$ cat src/rtl/rd_req_tagger_if.sv
// rd_req_tagger_if: bundles the host request, memory request, reorder-table
// write, completion and credit signals of the read-request tagger.
//   slave  modport: the tagger's view (accepts host requests, drives memory).
//   master modport: the surrounding system's view (host, memory, reorder buffer).
// Parameters: ADDR_W (address width), OCC_W (occupancy counter width).
interface rd_req_tagger_if #(
  parameter int ADDR_W = 40,
  parameter int OCC_W  = 10
);
  logic              req_valid;
  logic              req_ready;
  logic [ADDR_W-1:0] req_addr;
  logic [7:0]        req_len;

  logic              mem_req_valid;
  logic              mem_req_ready;
  logic [ADDR_W-1:0] mem_req_addr;
  logic [7:0]        mem_req_len;
  logic [7:0]        mem_req_tag;

  logic              tse_en;
  logic [7:0]        tse_tag;
  logic [31:0]       tse;

  logic              cpl_en;
  logic [7:0]        cpl_tag;
  logic              drain_en;

  logic [8:0]        outstanding;
  logic [OCC_W-1:0]  occupancy;
  logic              err_len;

  modport slave (
    input  req_valid, req_addr, req_len, mem_req_ready, cpl_en, cpl_tag, drain_en,
    output req_ready, mem_req_valid, mem_req_addr, mem_req_len, mem_req_tag,
           tse_en, tse_tag, tse, outstanding, occupancy, err_len
  );

  modport master (
    output req_valid, req_addr, req_len, mem_req_ready, cpl_en, cpl_tag, drain_en,
    input  req_ready, mem_req_valid, mem_req_addr, mem_req_len, mem_req_tag,
           tse_en, tse_tag, tse, outstanding, occupancy, err_len
  );
endinterface

$ cat src/rtl/rd_req_tagger.sv
// rd_req_tagger: upstream stage of the read-data reorder buffer.
// Accepts host read requests, gives each a round-robin 8-bit tag, writes the
// request's cumulative end position (tse) into the reorder per-tag table and
// then issues the tagged request to the memory read port. Buffer-space credits
// and per-tag busy tracking keep the reorder buffer from overrun or tag aliasing.
//
// Ports:
//   clk, rst          clock, synchronous active-high reset
//   bus (slave)       req_* host handshake, mem_req_* memory handshake,
//                     tse_en/tse_tag/tse table write, cpl_en/cpl_tag tag
//                     completion, drain_en beat drained, outstanding/occupancy
//                     status, err_len length-rejection pulse
//   stat_issued       (RD_REQ_TAGGER_STATS_EN only) memory handshakes, wraps
//   stat_stall        (RD_REQ_TAGGER_STATS_EN only) WAIT cycles without grant
//
// Optional feature macro: RD_REQ_TAGGER_STATS_EN
module rd_req_tagger #(
  parameter int ADDR_W   = 40,
  parameter int BUF_SIZE = 512,
  parameter int MAX_LEN  = 64,
  parameter int OCC_W    = 10
) (
  input  logic              clk,
  input  logic              rst,
  rd_req_tagger_if.slave    bus
`ifdef RD_REQ_TAGGER_STATS_EN
  ,
  output logic [31:0]       stat_issued,
  output logic [31:0]       stat_stall
`endif
);

  localparam logic [1:0] S_IDLE  = 2'd0;
  localparam logic [1:0] S_WAIT  = 2'd1;
  localparam logic [1:0] S_ISSUE = 2'd2;

  localparam logic [7:0]     MAX_LEN_B  = 8'(MAX_LEN);
  localparam logic [OCC_W:0] BUF_SIZE_W = (OCC_W+1)'(BUF_SIZE);

  logic [1:0]        state;
  logic [ADDR_W-1:0] lat_addr;
  logic [7:0]        lat_len;
  logic [7:0]        next_tag;
  logic [31:0]       wr_pos;
  logic [OCC_W-1:0]  occupancy;
  logic [8:0]        outstanding;
  logic [255:0]      tag_busy;

  logic              mem_valid;
  logic [ADDR_W-1:0] mem_addr;
  logic [7:0]        mem_len;
  logic [7:0]        mem_tag;
  logic              err_len;

  logic [OCC_W:0]    occ_sum;
  logic              credit_ok;
  logic              grant;
  logic              cpl_hit;
  logic [31:0]       tse_val;
  logic [OCC_W-1:0]  occ_next;
  logic [8:0]        out_next;
  logic [255:0]      busy_next;

  function automatic logic len_ok(input logic [7:0] len);
    return (len != 8'd0) && (len <= MAX_LEN_B);
  endfunction

  // Credit check is done one bit wider than the counter so it cannot wrap.
  assign occ_sum   = {1'b0, occupancy} + (OCC_W+1)'(lat_len);
  assign credit_ok = (occ_sum <= BUF_SIZE_W);
  // Tags are handed out strictly in order: a busy next_tag stalls, never skips.
  assign grant     = (state == S_WAIT) && !tag_busy[next_tag] && credit_ok;
  assign cpl_hit   = bus.cpl_en && tag_busy[bus.cpl_tag];
  assign tse_val   = wr_pos + 32'(lat_len);

  always_comb begin
    occ_next = occupancy;
    if (grant)
      occ_next = occ_sum[OCC_W-1:0];
    // Drain saturates at zero; with a grant the sum is at least 1.
    if (bus.drain_en && (occ_next != '0))
      occ_next = occ_next - 1'b1;
  end

  always_comb begin
    out_next = outstanding;
    case ({grant, cpl_hit})
      2'b10:   out_next = outstanding + 9'd1;
      2'b01:   out_next = outstanding - 9'd1;
      default: out_next = outstanding;
    endcase
  end

  // A grant never targets a busy tag, so a same-cycle completion is always
  // for a different tag and both updates can apply.
  always_comb begin
    busy_next = tag_busy;
    if (cpl_hit)
      busy_next[bus.cpl_tag] = 1'b0;
    if (grant)
      busy_next[next_tag] = 1'b1;
  end

  always_ff @(posedge clk) begin
    if (rst) begin
      state       <= S_IDLE;
      lat_addr    <= '0;
      lat_len     <= '0;
      next_tag    <= '0;
      wr_pos      <= '0;
      occupancy   <= '0;
      outstanding <= '0;
      tag_busy    <= '0;
      mem_valid   <= 1'b0;
      mem_addr    <= '0;
      mem_len     <= '0;
      mem_tag     <= '0;
      err_len     <= 1'b0;
    end else begin
      err_len     <= 1'b0;
      occupancy   <= occ_next;
      outstanding <= out_next;
      tag_busy    <= busy_next;
      case (state)
        S_IDLE: begin
          if (bus.req_valid) begin
            if (len_ok(bus.req_len)) begin
              lat_addr <= bus.req_addr;
              lat_len  <= bus.req_len;
              state    <= S_WAIT;
            end else begin
              err_len  <= 1'b1;
            end
          end
        end
        S_WAIT: begin
          if (grant) begin
            wr_pos    <= tse_val;
            next_tag  <= next_tag + 8'd1;
            mem_addr  <= lat_addr;
            mem_len   <= lat_len;
            mem_tag   <= next_tag;
            mem_valid <= 1'b1;
            state     <= S_ISSUE;
          end
        end
        S_ISSUE: begin
          if (bus.mem_req_ready) begin
            mem_valid <= 1'b0;
            state     <= S_IDLE;
          end
        end
        default: state <= S_IDLE;
      endcase
    end
  end

`ifdef RD_REQ_TAGGER_STATS_EN
  always_ff @(posedge clk) begin
    if (rst) begin
      stat_issued <= '0;
      stat_stall  <= '0;
    end else begin
      if (state == S_ISSUE && bus.mem_req_ready)
        stat_issued <= stat_issued + 32'd1;
      if (state == S_WAIT && !grant)
        stat_stall  <= stat_stall + 32'd1;
    end
  end
`endif

  // The table write happens in the grant cycle itself, one cycle ahead of
  // mem_req_valid, so the table entry exists before memory sees the tag.
  assign bus.req_ready     = !rst && (state == S_IDLE);
  assign bus.tse_en        = !rst && grant;
  assign bus.tse_tag       = bus.tse_en ? next_tag : 8'd0;
  assign bus.tse           = bus.tse_en ? tse_val : 32'd0;
  assign bus.mem_req_valid = mem_valid;
  assign bus.mem_req_addr  = mem_addr;
  assign bus.mem_req_len   = mem_len;
  assign bus.mem_req_tag   = mem_tag;
  assign bus.outstanding   = outstanding;
  assign bus.occupancy     = occupancy;
  assign bus.err_len       = err_len;

endmodule

$ cat src/flat_wrapper.sv
// flat-port wrapper written by rule: the top's interface ports become plain ports
module rd_req_tagger_flat 
#(
  parameter int ADDR_W   = 40,
  parameter int BUF_SIZE = 512,
  parameter int MAX_LEN  = 64,
  parameter int OCC_W    = 10
)
  (clk, rst, bus_req_valid, bus_req_addr, bus_req_len, bus_mem_req_ready, bus_cpl_en, bus_cpl_tag, bus_drain_en, bus_req_ready, bus_mem_req_valid, bus_mem_req_addr, bus_mem_req_len, bus_mem_req_tag, bus_tse_en, bus_tse_tag, bus_tse, bus_outstanding, bus_occupancy, bus_err_len);
  rd_req_tagger_if #(.ADDR_W(ADDR_W), .OCC_W(OCC_W)) bus_i ();
  input  logic clk;
  input  logic rst;
  input wire logic [$bits(bus_i.req_valid)-1:0] bus_req_valid;
  input wire logic [$bits(bus_i.req_addr)-1:0] bus_req_addr;
  input wire logic [$bits(bus_i.req_len)-1:0] bus_req_len;
  input wire logic [$bits(bus_i.mem_req_ready)-1:0] bus_mem_req_ready;
  input wire logic [$bits(bus_i.cpl_en)-1:0] bus_cpl_en;
  input wire logic [$bits(bus_i.cpl_tag)-1:0] bus_cpl_tag;
  input wire logic [$bits(bus_i.drain_en)-1:0] bus_drain_en;
  output wire logic [$bits(bus_i.req_ready)-1:0] bus_req_ready;
  output wire logic [$bits(bus_i.mem_req_valid)-1:0] bus_mem_req_valid;
  output wire logic [$bits(bus_i.mem_req_addr)-1:0] bus_mem_req_addr;
  output wire logic [$bits(bus_i.mem_req_len)-1:0] bus_mem_req_len;
  output wire logic [$bits(bus_i.mem_req_tag)-1:0] bus_mem_req_tag;
  output wire logic [$bits(bus_i.tse_en)-1:0] bus_tse_en;
  output wire logic [$bits(bus_i.tse_tag)-1:0] bus_tse_tag;
  output wire logic [$bits(bus_i.tse)-1:0] bus_tse;
  output wire logic [$bits(bus_i.outstanding)-1:0] bus_outstanding;
  output wire logic [$bits(bus_i.occupancy)-1:0] bus_occupancy;
  output wire logic [$bits(bus_i.err_len)-1:0] bus_err_len;
  assign bus_i.req_valid = bus_req_valid;
  assign bus_i.req_addr = bus_req_addr;
  assign bus_i.req_len = bus_req_len;
  assign bus_i.mem_req_ready = bus_mem_req_ready;
  assign bus_i.cpl_en = bus_cpl_en;
  assign bus_i.cpl_tag = bus_cpl_tag;
  assign bus_i.drain_en = bus_drain_en;
  assign bus_req_ready = bus_i.req_ready;
  assign bus_mem_req_valid = bus_i.mem_req_valid;
  assign bus_mem_req_addr = bus_i.mem_req_addr;
  assign bus_mem_req_len = bus_i.mem_req_len;
  assign bus_mem_req_tag = bus_i.mem_req_tag;
  assign bus_tse_en = bus_i.tse_en;
  assign bus_tse_tag = bus_i.tse_tag;
  assign bus_tse = bus_i.tse;
  assign bus_outstanding = bus_i.outstanding;
  assign bus_occupancy = bus_i.occupancy;
  assign bus_err_len = bus_i.err_len;
  rd_req_tagger #(.ADDR_W(ADDR_W), .BUF_SIZE(BUF_SIZE), .MAX_LEN(MAX_LEN), .OCC_W(OCC_W)) u_core (.clk(clk), .rst(rst), .bus(bus_i));
endmodule
$ cat config.mk
export PLATFORM = sky130hd
export DESIGN_NAME = rd_req_tagger_flat
export DESIGN_NICKNAME = d
export VERILOG_FILES = /design/src/rtl/rd_req_tagger_if.sv /design/src/rtl/rd_req_tagger.sv /design/src/flat_wrapper.sv
export SDC_FILE = /design/constraint.sdc
export NUM_CORES = 1
export LEC_CHECK = 0
export ABC_CLOCK_PERIOD_IN_PS = 7000
export CAP_MARGIN = 20
export CORE_ASPECT_RATIO = 0.9
export CORE_MARGIN = 2
export CORE_UTILIZATION = 35
export DETAILED_ROUTE_END_ITERATION = 8
export HOLD_SLACK_MARGIN = 0.06
export PLACE_DENSITY = 0.61
export SLEW_MARGIN = 20
export SYNTH_ARGS = -nofsm -noshare
export SYNTH_HDL_FRONTEND = slang
export SYNTH_SLANG_ARGS = --single-unit
$ cat constraint.sdc
create_clock -name clk -period 7 [get_ports clk]
set_input_delay 1.05 -clock clk [delete_from_list [all_inputs] [get_ports clk]]
set_output_delay 1.05 -clock clk [all_outputs]
set_load 0.02 [all_outputs]
==> results.json, run 1 <==
{
  "grt_pass1_wl_um": 121000,
  "cp.required_ns": 5.95,
  "start_util_pct": 35.4,
  "setup.worst_path.start_class": "flop",
  "fin_skew_ns": 0.0583,
  "die_area_um2": 65400,
  "grt_pass1_vias": 20000,
  "fmax_mhz": 150,
  "n_antenna_cell": 0,
  "irDropWorstVdd_uv": 173,
  "drtPass1Iterations": 6,
  "clock_path_buffers": 3,
  "cts-buffers-inserted": 48,
  "async_flop_share_pct": 0,
  "drt_wl_total_um": 80000,
  "finalSetupViolCount": 0,
  "cp.arrival_ns": 5.61,
  "rows": 87,
  "stdcell_area_um2": 26300,
  "fin_setup_tns_ns": 0,
  "post_dp_cell_area_um2": 24500,
  "htreeDepth": 2,
  "cts_resized": 0,
  "gp_congestion": 0.915,
  "yosysTopAreaCellShare_pct": 38.2,
  "synthCells": 2452,
  "ys_seq_area_share_pct": 38.2,
  "grt_antenna_before_repair": 1,
  "synthTopCellsByCount": "423 x dfxtp_1, 336 x nand2_1, 202 x o211ai_1",
  "cts_sinks": 423,
  "avgViaCountPerCell": 6.14,
  "die_h_um": 243,
  "yosys_most_used_dff": "dfxtp_1",
  "maxCapViolations": 0,
  "cp_max_fo": 94,
  "clk_pin_slew_ns": 0.06,
  "cp-end-kind": "primary output",
  "netlist_area_um2": 22200,
  "drtAntennaViolNets": 0,
  "io_pins": 181,
  "grt_max_degree": 110,
  "multi_input_area_um2": 12500,
  "slew_viol_final": 0,
  "syn_nets": 2540,
  "slew_headroom_pct": 21.4,
  "ys_warn_count": 0,
  "fillers": 6030,
  "core-area_um2": 62600,
  "postCtsHoldBufs": 0,
  "yosys-top-cells-area": "dfxtp_1 38%, mux4_2 12%, o211ai_1 6.8%",
  "root_buffer": "clkbuf_16",
  "ff2ff_setup_slack_ns": 0.91,
  "vias": 20900,
  "period_needed_ns": 6.66,
  "synth_edf_count": 0,
  "crit_type": "reg -> out",
  "final_nets": 2614,
  "area_delta_synth_final_pct": 18.5,
  "grt_setup_unrepaired": "no",
  "wl_per_cell_um": 23.5,
  "fin_crit_sh_pct": 95.1,
  "die_w_um": 269,
  "synth_seq_cells": 423,
  "leakagePower_nw": 8.06,
  "clkLatencyLatePin_ns": 0.63,
  "p_per_area_nw_per_um2": 239,
  "dp_hpwl_um": 51700,
  "synth_cell_types": 72,
  "drt_iter0_drc": 2484,
  "gr-total-overflow": 0,
  "drc_errors": 0,
  "drive_gt1_share_pct": 11.2,
  "hp-class": "reg -> reg",
  "synth_top_area_cell": "dfxtp_1",
  "synthMostInstantiatedCell": "dfxtp_1",
  "grt_use_total_pct": 23.5,
  "tightestPinTransition_ns": 1.17,
  "finalHoldViolCount": 0,
  "status": "complete, no violations",
  "post_cts_buffers": 0,
  "port_buffers": 180,
  "cts_tree": "done",
  "register_area_um2": 8470,
  "avgSynthCellArea_um2": 9.04,
  "whs_ns": 0.445
}
## path summary, 6_finish.rpt
kind,start,endpoint,depth (start not counted)
max,u_core.next_tag[0],bus_tse[2],12
min,u_core.lat_addr[32],u_core.bus.mem_req_addr[32],2
max reg2reg,u_core.next_tag[0],u_core.bus.outstanding[8],21
min reg2reg,u_core.lat_addr[32],u_core.bus.mem_req_addr[32],2
## worst max-delay path: stages (launching register included)
cell and delay, ns:
dfxtp_2 0.47, and2_1 0.90, a22oi_1 0.22, nand2_1 0.19
o22ai_1 0.09, o21ai_0 0.51, nand4_1 0.33, nor2_4 0.19
buf_4 0.81, nand2_1 0.11, buf_4 0.28, nor2_1 0.17
clkdlybuf4s50_1 0.64
## state kept, by name (all words and copies together) (netlist names)
signal                    flops
u_core.bus.mem_req_valid      1
u_core.bus.err_len            1
u_core.bus.mem_req_addr      40
u_core.state                  2
u_core.lat_len                8
u_core.bus.occupancy         10
u_core.wr_pos                32
u_core.next_tag               8
u_core.bus.outstanding        9
u_core.bus.mem_req_len        8
u_core.lat_addr              40
u_core.bus.mem_req_tag        8
u_core.tag_busy             256
## placed cells by master (no fill, tap or decap), drive strengths merged, types with 13 or more instances in the layout
master           n
nor2b           22
dfxtp          423
o211ai         202
xor2            16
nand3           50
nor4            21
and3            13
o311ai          63
nor3            31
inv             37
a22oi           38
xnor2           63
buf             67
mux4           117
clkdlybuf4s50  177
nor2           124
clkbuf          58
ha              24
o21ai          292
a21oi          135
nand2          336
mux2i           65
a211oi          19
and2            20
## logic make-up after synthesis
kind of cell / after synthesis / share of synthesized area (%)
compound gates: 807 / 23.1
simple gates: 673 / 13.6
flops: 423 / 38.2
buf+inv: 256 / 5.34
mux: 188 / 15.1
xor+xnor: 79 / 3.12
fa+ha+maj: 26 / 1.54
## stage by stage
| step | setup WS (ns) | power [mW] | utilization, % | std cells |
|---|---|---|---|---|
| 6_report | 0.342 | 6.27 | 42.0 | 3405 |
| 2_1_floorplan | 0.658 | 3.22 | - | 2452 |
| 3_5_place_dp | 0.0468 | 3.55 | 39.2 | 3320 |
| 5_1_grt | 0.0185 | 6.48 | 42.0 | 3405 |
| 4_1_cts | 0.365 | 6.29 | 41.9 | 3404 |
| 3_3_place_gp | 0.144 | 3.54 | 39.2 | 3320 |
## cell type report
cell class / instances / area share [%]
sequential: 423 / 32.3
multi-input combinational: 1773 / 47.8
timing repair buffer: 244 / 8.93
clock inverter: 26 / 1.64
inverter: 36 / 0.534
clock buffer: 58 / 4.83
tap: 845 / 4.03
## power by group
group	total, mW	leakage [nW]	internal, mW	switching [mW]
Combinational	0.993	3.83	0.356	0.636
Clock	2.76	0.816	1.64	1.12
Sequential	2.52	3.41	2.45	0.0693
Total	6.27	8.06	4.45	1.82
## layer usage
layer,wire length (um),track usage [%],vias to the layer above
li1,-,-,9278
met1,33200,32.1,10300
met2,35600,35.9,1152
met3,8300,5.65,217
met4,2900,8.40,2
met5,11,0,-
Power figures use the tool's default switching activity.
==> inputs of run 2 (changes only) <==
- HOLD_SLACK_MARGIN: 0.06 -> 0.15
==> results of run 2 <==
The final DEF is identical to that of run 1; final timing and power are the same.
==> inputs of run 3 (changes only) <==
- PLACE_DENSITY: 0.61 -> 0.62
==> run 3 against run 2 <==
- hold slack improved by 0.0041 ns
- clock power about the same
- core utilization about the same
- sequential cell count unchanged
- critical path type is now in -> reg
- highest routed layer is now met4
==> results.json, run 3 (same netlist as run 1, synthesis figures left out) <==
{
  "status": "complete, no violations",
  "final_common_cell": "dfxtp_1",
  "holdPathStages": 2,
  "cts-buffers-inserted": 47,
  "slowest_delay_ns": 0.55,
  "drc_errors": 0,
  "area_delta_synth_final_pct": 18.5,
  "leakagePower_nw": 8.07,
  "gp_congestion": 0.927,
  "r2r_cells": 18,
  "crit_chain": "buf_4, buf_4, mux4_2, mux4_2, mux4_2, a221oi_4, nor2b_2, ha_1, xor2_1, ha_1, a21oi_1, o21ai_0, a221oi_1, o21ai_0, a211o_1, a211o_1, a21oi_1, xnor2_1, nor2_1",
  "setup.worst_path.start_class": "input pin",
  "core-area_um2": 62600,
  "io_pins": 181,
  "slew_headroom_pct": 17.2,
  "p_per_area_nw_per_um2": 239,
  "crit_type": "in -> reg",
  "finalSetupViolCount": 0,
  "fin_skew_ns": 0.0388,
  "drtPass1Iterations": 5,
  "path_common_cell": "mux4_2",
  "dp_hpwl_um": 51400,
  "die_w_um": 269,
  "stdcell_area_um2": 26300,
  "root_buffer": "clkbuf_16",
  "grt_use_total_pct": 23.4,
  "grt_setup_unrepaired": "no",
  "cts_tree": "done",
  "irDropWorstVdd_uv": 152,
  "largest-register": "u_core.tag_busy",
  "min_from": "u_core.lat_addr[12]",
  "reg2reg_to": "u_core.bus.occupancy[1]",
  "drive_gt1_share_pct": 11.3,
  "dp_slack_ns": 0.122,
  "holdPathEnd": "u_core.bus.mem_req_addr[12]",
  "setup_ws_ns": 0.678,
  "cp_max_fo": 34,
  "cp.required_ns": 7.45,
  "wl_per_cell_um": 23.4,
  "clkLatencyLatePin_ns": 0.61,
  "drt_iter0_drc": 2544,
  "clk_pin_slew_ns": 0.06,
  "drtAntennaViolNets": 0,
  "period_needed_ns": 6.32,
  "grt_antenna_before_repair": 0,
  "hp-class": "reg -> reg",
  "final_cell_mix": "421 x dfxtp_1, 336 x nand2_1, 202 x o211ai_1, 178 x o21ai_0, 177 x clkdlybuf4s50_1",
  "avgViaCountPerCell": 6.14,
  "regToRegStartpoint": "u_core.next_tag[3]",
  "grt_pass1_wl_um": 121000,
  "die_h_um": 243,
  "finalHoldViolCount": 0,
  "die_area_um2": 65400,
  "cts_sinks": 423,
  "post_cts_buffers": 0,
  "start_util_pct": 35.4,
  "postCtsHoldBufs": 0,
  "clock_path_buffers": 3,
  "port_buffers": 180,
  "maxCapViolations": 0,
  "cp.arrival_ns": 6.77,
  "slew_viol_final": 0,
  "cts_resized": 0,
  "rows": 87,
  "grt_max_degree": 105,
  "cp-end-kind": "flop",
  "fin_setup_tns_ns": 0,
  "fin_crit_sh_pct": 90.3,
  "dpl.cell_count": 3329,
  "post_dp_cell_area_um2": 24600,
  "htreeDepth": 2,
  "ff2ff_setup_slack_ns": 1.18,
  "drt_wl_total_um": 79900,
  "grt_pass1_vias": 19700,
  "vias": 21000,
  "tightestPinTransition_ns": 1.24,
  "stdcell_count": 3411,
  "final_nets": 2621,
  "largest_reg_flops": 256,
  "gr-total-overflow": 0,
  "critPathSlowestCell": "mux4_2",
  "total_power_mw": 6.27,
  "fmax_mhz": 158
}
## run 3: layer usage
metal | GRT usage (%) | part of all wire, % | up-vias
met5 | 0 | 0 | -
met4 | 8.38 | 3.4 | 0
met3 | 5.97 | 10 | 199
met2 | 36.1 | 45 | 1138
met1 | 31.7 | 42 | 10300
li1 | - | - | 9295
## run 3: stage by stage
stage / hold WS [ns] / utilization (%)
floorplan: 0.432 / -
global placement: 0.436 / 39.3
detailed placement: 0.443 / 39.3
CTS: 0.447 / 41.9
global route: 0.462 / 41.9
finish: 0.449 / 42.0
## run 3: worst max-delay path, delay by kind of cell
kind                       cells  cell delay, ns
buffers and inverters          2            0.98
muxes                          3            1.57
and+or+nand+nor                2            0.22
adders and majority gates      2            0.44
xor gates and xnor gates       2            0.28
AOI/OAI and AO/OA              8            2.21
## run 3: worst max path at each step
stage	startpoint	end
after floorplan	bus_cpl_tag[1]	u_core.bus.outstanding[8]
after global placement	bus_cpl_tag[0]	u_core.bus.outstanding[8]
after detailed placement	bus_cpl_tag[0]	u_core.bus.outstanding[8]
after CTS	bus_cpl_tag[0]	u_core.bus.outstanding[8]
after global routing	bus_cpl_tag[0]	u_core.bus.outstanding[8]
final	bus_cpl_tag[0]	u_core.bus.outstanding[8]
## run 3: power by group
part | internal, mW | switching (mW) | total [mW]
logic | 0.358 | 0.631 | 0.989
registers | 2.45 | 0.0725 | 2.53
clock network | 1.68 | 1.08 | 2.76
total | 4.49 | 1.79 | 6.27
## run 3: cell type report
class	instances	area, um2
fill	6066	36300
multi-input combinational	1773	12500
sequential	423	8470
timing repair buffer	252	2360
clock buffer	60	1290
tap	845	1060
clock inverter	21	385
inverter	36	140
antenna	1	2.50
